<file path="src/rtl/fixed_math_pkg.sv">
// Shared fixed-point helpers for the multiplier pipeline: round-half-up shift and range fitting.
package fixed_math_pkg;

  localparam int FX_MUL_LATENCY = 3;
  localparam int FX_MAX_W       = 64;

  typedef logic signed [FX_MAX_W-1:0] fx_wide_t;

  typedef struct packed {
    logic     ovf;
    fx_wide_t value;
  } fx_sat_t;

  // Adding half an output LSB before the arithmetic shift gives round-half-up (toward +inf on .5).
  function automatic fx_wide_t fx_round_shift(input fx_wide_t p, input int frac);
    fx_wide_t half;
    if (frac <= 0) begin
      return p;
    end
    half = fx_wide_t'(1) <<< (frac - 1);
    return (p + half) >>> frac;
  endfunction

  function automatic fx_sat_t fx_sat(input fx_wide_t r, input int out_w);
    fx_wide_t max_v;
    fx_wide_t min_v;
    fx_sat_t  res;
    max_v     = (fx_wide_t'(1) <<< (out_w - 1)) - fx_wide_t'(1);
    min_v     = -max_v - fx_wide_t'(1);
    res.ovf   = (r > max_v) || (r < min_v);
    res.value = (r > max_v) ? max_v : ((r < min_v) ? min_v : r);
    return res;
  endfunction

endpackage

</file>
<file path="src/rtl/fx_pipe_stage.sv">
// Valid/ready register slice; an empty slice accepts even while its consumer is stalled.
module fx_pipe_stage #(
  parameter int W = 8
) (
  input  logic         clk,
  input  logic         rst_n,
  input  logic         in_valid,
  output logic         in_ready,
  input  logic [W-1:0] in_data,
  output logic         out_valid,
  input  logic         out_ready,
  output logic [W-1:0] out_data
);

  logic         valid_q;
  logic         valid_d;
  logic [W-1:0] data_q;
  logic [W-1:0] data_d;

  assign in_ready = !valid_q || out_ready;

  always_comb begin
    valid_d = valid_q;
    data_d  = data_q;
    if (in_ready) begin
      valid_d = in_valid;
      if (in_valid) begin
        data_d = in_data;
      end
    end
  end

  always_ff @(posedge clk or negedge rst_n) begin
    if (!rst_n) begin
      valid_q <= 1'b0;
      data_q  <= '0;
    end else begin
      valid_q <= valid_d;
      data_q  <= data_d;
    end
  end

  assign out_valid = valid_q;
  assign out_data  = data_q;

endmodule

</file>
<file path="src/rtl/fixed_mul_pipe.sv">
// Three-slice signed fixed-point multiplier with round-half-up and range fitting.
// Define FIXED_MUL_PIPE_SAT_EN to clamp out-of-range results instead of wrapping them.
module fixed_mul_pipe
  import fixed_math_pkg::*;
#(
  parameter int A_W    = 16,
  parameter int B_W    = 16,
  parameter int FRAC_W = 12,
  parameter int OUT_W  = 16,
  parameter int TAG_W  = 1
) (
  input  logic                    clk,
  input  logic                    rst_n,
  input  logic                    in_valid,
  output logic                    in_ready,
  input  logic signed [A_W-1:0]   a,
  input  logic signed [B_W-1:0]   b,
  input  logic        [TAG_W-1:0] in_tag,
  output logic                    out_valid,
  input  logic                    out_ready,
  output logic signed [OUT_W-1:0] c,
  output logic        [TAG_W-1:0] out_tag,
  output logic                    ovf
);

  localparam int P_W  = A_W + B_W;
  localparam int S1_W = A_W + B_W + TAG_W;
  localparam int S2_W = P_W + TAG_W;
  localparam int S3_W = 1 + TAG_W + OUT_W;

  if (FRAC_W >= P_W || OUT_W > P_W || P_W + 1 > FX_MAX_W) begin : g_bad_params
    $error("fixed_mul_pipe: illegal FRAC_W/OUT_W for the given operand widths");
  end

  logic            s1_valid, s2_valid, s2_ready, s3_ready;
  logic [S1_W-1:0] s1_data;
  logic [S2_W-1:0] s2_data;
  logic [S3_W-1:0] s3_data;

  fx_pipe_stage #(.W(S1_W)) u_s1 (
    .clk(clk), .rst_n(rst_n),
    .in_valid(in_valid), .in_ready(in_ready), .in_data({in_tag, a, b}),
    .out_valid(s1_valid), .out_ready(s2_ready), .out_data(s1_data)
  );

  logic signed [A_W-1:0]   s1_a;
  logic signed [B_W-1:0]   s1_b;
  logic        [TAG_W-1:0] s1_tag;
  logic signed [P_W-1:0]   prod;

  assign s1_tag = s1_data[S1_W-1 -: TAG_W];
  assign s1_a   = s1_data[P_W-1 -: A_W];
  assign s1_b   = s1_data[B_W-1:0];
  // Both operands are sign-extended to the full product width; the product cannot overflow it.
  assign prod   = P_W'(s1_a) * P_W'(s1_b);

  fx_pipe_stage #(.W(S2_W)) u_s2 (
    .clk(clk), .rst_n(rst_n),
    .in_valid(s1_valid), .in_ready(s2_ready), .in_data({s1_tag, prod}),
    .out_valid(s2_valid), .out_ready(s3_ready), .out_data(s2_data)
  );

  logic signed [P_W-1:0]   s2_prod;
  logic        [TAG_W-1:0] s2_tag;
  fx_wide_t                r_wide;
  fx_sat_t                 sat;
  logic        [OUT_W-1:0] c_val;
  logic                    unused_fit_bits;

  assign s2_tag  = s2_data[S2_W-1 -: TAG_W];
  assign s2_prod = s2_data[P_W-1:0];
  assign r_wide  = fx_round_shift(fx_wide_t'(s2_prod), FRAC_W);
  assign sat     = fx_sat(r_wide, OUT_W);

`ifdef FIXED_MUL_PIPE_SAT_EN
  assign c_val = sat.value[OUT_W-1:0];
`else
  assign c_val = r_wide[OUT_W-1:0];
`endif

  assign unused_fit_bits = ^{r_wide, sat};

  fx_pipe_stage #(.W(S3_W)) u_s3 (
    .clk(clk), .rst_n(rst_n),
    .in_valid(s2_valid), .in_ready(s3_ready), .in_data({sat.ovf, s2_tag, c_val}),
    .out_valid(out_valid), .out_ready(out_ready), .out_data(s3_data)
  );

  assign ovf     = s3_data[S3_W-1];
  assign out_tag = s3_data[OUT_W +: TAG_W];
  assign c       = s3_data[OUT_W-1:0];

endmodule

</file>
<file path="config.mk">
export PLATFORM = sky130hd
export DESIGN_NAME = fixed_mul_pipe
export DESIGN_NICKNAME = d
export VERILOG_FILES = /design/src/rtl/fixed_math_pkg.sv /design/src/rtl/fx_pipe_stage.sv /design/src/rtl/fixed_mul_pipe.sv
export SDC_FILE = /design/constraint.sdc
export NUM_CORES = 1
export LEC_CHECK = 0
export ABC_AREA = 1
export ABC_CLOCK_PERIOD_IN_PS = 12960
export CORE_AREA = 4 4 222 224
export DETAILED_ROUTE_END_ITERATION = 16
export DIE_AREA = 0 0 226 228
export PLACE_DENSITY = 0.57
export SLEW_MARGIN = 20
export SYNTH_ARGS = -nofsm -noshare
export SYNTH_HDL_FRONTEND = slang
export SYNTH_SLANG_ARGS = --single-unit
</file>
<file path="constraint.sdc">
create_clock -name clk -period 12.96 [get_ports clk]
set_input_delay 3.24 -clock clk [delete_from_list [all_inputs] [get_ports clk]]
set_output_delay 3.24 -clock clk [all_outputs]
set_load 0.01 [all_outputs]
</file>
==> results_dict.tcl <==
set metrics [dict create \
    status "finished, final reports clean" \
    nFillCells 5071 \
    cts.path.max_buffers 2 \
    r2r_slack_ps 6450 \
    via_count 10969 \
    ys_warn_count 0 \
    synthAdderAreaFrac 0.442 \
    critPathKind "in2out" \
    area_growth_syn_to_layout_pct 9.87 \
    ctsHtreeMaxLevel 3 \
    synth_top_family_by_area "adder cells" \
    antenna_left 0 \
    initialDrtViolationCount 672 \
    numCtsBuffers 9 \
    core.rowCount 80 \
    post-route-period-util 0.599 \
    synth-simple-area-share 0.195 \
    synth.top_cell.area_share 0.371 \
    ys_seq_area_frac 0.135 \
    synth_flop_cell "dfrtp_1" \
    synthArstFlopShare 1.00 \
    avgSynthCellArea_sq_um 7.66 \
    crit_fanout 3 \
    gr-usage-all-layers 0.138 \
    cp.arrival_ps 4520 \
    port_buffers 56 \
    reg2reg_to "u_s2.out_data[24]" \
    worst_pin_slew_ps 1040 \
    synth_edf_count 0 \
    post_cts_buffers 0 \
    cp_top_family "buffers and inverters" \
    rsz0062_at_grt "no" \
    cp_slowest_stage_delay_ps 550 \
    synth_cells 1839 \
    setup-tns-final_ps 0 \
    hold_depth 2 \
    reg2reg_depth 20 \
    dp_hpwl_microns 27800 \
    start_kind "input port" \
    ios 57 \
    slew_headroom 0.305 \
    cp_slowest_cell "clkdlybuf4s50_1" \
    fin_cells 2460 \
    clk_pin_slew_worst_paths_ps 60 \
    synth.most_common_cell "inv_1" \
    cp.required_ps 9720 \
    path_buf_inv 3 \
    worstHoldPathType "reg2reg" \
    drc_errors 0 \
    dieArea_sq_um 51500 \
    clk_latency_ps 370 \
    netlist_area_sq_um 14100 \
    cts-root-buf "clkbuf_16" \
    postCtsHoldBufs 0 \
    synth_common_cells "inv_1 (537), nand2_1 (502), fa_1 (261)" \
    grt.overflow.total 0 \
    grt_max_degree 77 \
    synth-xor-area-share 0.00932 \
    ys_types 36 \
    firstDrtPassIters 7 \
    ctsResizeCount 0 \
    cp-end-kind "primary output" \
    synth_fp_nets 2217 \
    r2r-start "u_s1.out_data[1]" \
    drv_slew 0 \
    num_antenna_cells 0 \
    initial_core_util 0.298 \
    yosys.area.top_type "fa_1" \
    yosys-top-cells-area "fa_1 (37%), inv_1 (14%), dfrtp_1 (13%)" \
    cts_tree "done" \
    antenna_found_initial 0 \
    fin_crit_ps 7760 \
    finish.net_count 2218 \
    wirelength_microns 34000 \
    viasPerCell 4.46 \
    wire_per_inst_microns 13.8 \
    hold_viol 0 \
    die_x_microns 226 \
    ys_ff_latch 76 \
    fp.dieH_microns 228 \
    cts_sinks 76 \
    place_inst 2444 \
    grt_pass1_vias 11589 \
    max_freq_ghz 0.129 \
    grt_pass1_wl_microns 58400 \
    skew_ps 17.1 \
    layout-drive-gt1-share 0.0385 \
    muxShareOfSynthArea 0.0248 \
    gp_congestion 0.900 \
    maxCapViolations 0 \
    core_sq_um 47300 \
    worstHoldEndpoint "u_s3.out_data[10]" \
    crit_path_cell_trace "clkdlybuf4s50_1 -> inv_1 -> nand2_1 -> nor2_1 -> nand2_1 -> clkdlybuf4s50_1" \
    synth_compound_area_frac 0.0312 \
    min-delay-start "u_s3.out_data[10]" \
    setup_viol 0 \
]
## worst reg2reg max path, cell delays in order (launching register included)
cell and delay, ps:
dfrtp_1 860, nand2_1 220, inv_1 170, fa_1 560, fa_1 860, inv_1 200, fa_1 520, fa_1 560
fa_1 420, fa_1 490, inv_1 40, ha_1 390, nand2_1 140, nor2_1 240, nand2_1 120, nor2_1 100
o21ai_0 170, nand3_1 140, nand2_1 50, nand3_1 90, nand2_1 70
## worst max-delay path by stage
stage | from | to | slack (ps) | depth (start not counted)
floorplan | out_ready | in_ready | 6140 | 4
global placement | out_ready | in_ready | 5170 | 6
detailed placement | out_ready | in_ready | 5190 | 6
CTS | out_ready | in_ready | 5200 | 6
global route | out_ready | in_ready | 5100 | 6
finish | out_ready | in_ready | 5200 | 6
## state kept, by name (all words and copies together), names as in the netlist
| register | cells |
|---|---|
| u_s1.out_data | 33 |
| u_s3.out_valid | 1 |
| u_s2.out_data | 22 |
| u_s1.out_valid | 1 |
| u_s2.out_valid | 1 |
| u_s3.out_data | 18 |
## cells by family after synthesis
logic type | Yosys count
XOR/XNOR | 15
AND/OR/NAND/NOR | 684
buffers and inverters | 608
adder cells (fa/ha/maj) | 341
AO/OA/AOI/OAI | 84
flip-flops | 76
multiplexers | 31
## through the flow
step	util	worst slack, ps	instance area, sq um	hold WS, ps
detailed placement	0.321	5190	15200	468
floorplan	-	6140	14100	442
global placement	0.321	5170	15200	462
CTS	0.327	5200	15500	487
global route	0.327	5100	15500	511
finish	0.327	5200	15500	481
## cell type report
type | count | area [sq um] | area share
flip-flops and latches | 76 | 1900 | 0.123
well taps | 615 | 769 | 0.0497
clock buffers | 9 | 225 | 0.0145
inverters | 539 | 2020 | 0.131
repair buffers | 59 | 584 | 0.0377
clock inverters | 7 | 80.1 | 0.00517
multi-input cells | 1155 | 9900 | 0.639
## layer usage
metal  GRT usage  part of all wire
met1       0.193              0.46
met2       0.233              0.48
met3      0.0134             0.041
met4      0.0310             0.016
met5           0                 0
## placed cells by master (no fill, tap or decap), types with 2 or more instances in the layout
cell type / count
clkbuf_16: 9
nand3b_1: 6
inv_6: 3
nor4_1: 2
or2_2: 6
nand2_2: 7
clkdlybuf4s50_1: 55
dfrtp_1: 76
nand2_1: 502
buf_4: 3
o21ai_0: 41
xnor2_1: 8
a21oi_1: 31
nor2_1: 88
o21bai_1: 4
o21ai_1: 4
mux2_2: 31
ha_1: 80
nand3_1: 50
nor2_2: 2
xor2_1: 7
inv_1: 537
nor3_1: 8
nand4_1: 7
fa_1: 261
Power is not shown: default switching activity piles up to over one toggle a cycle in this logic, so the estimate is an artifact.
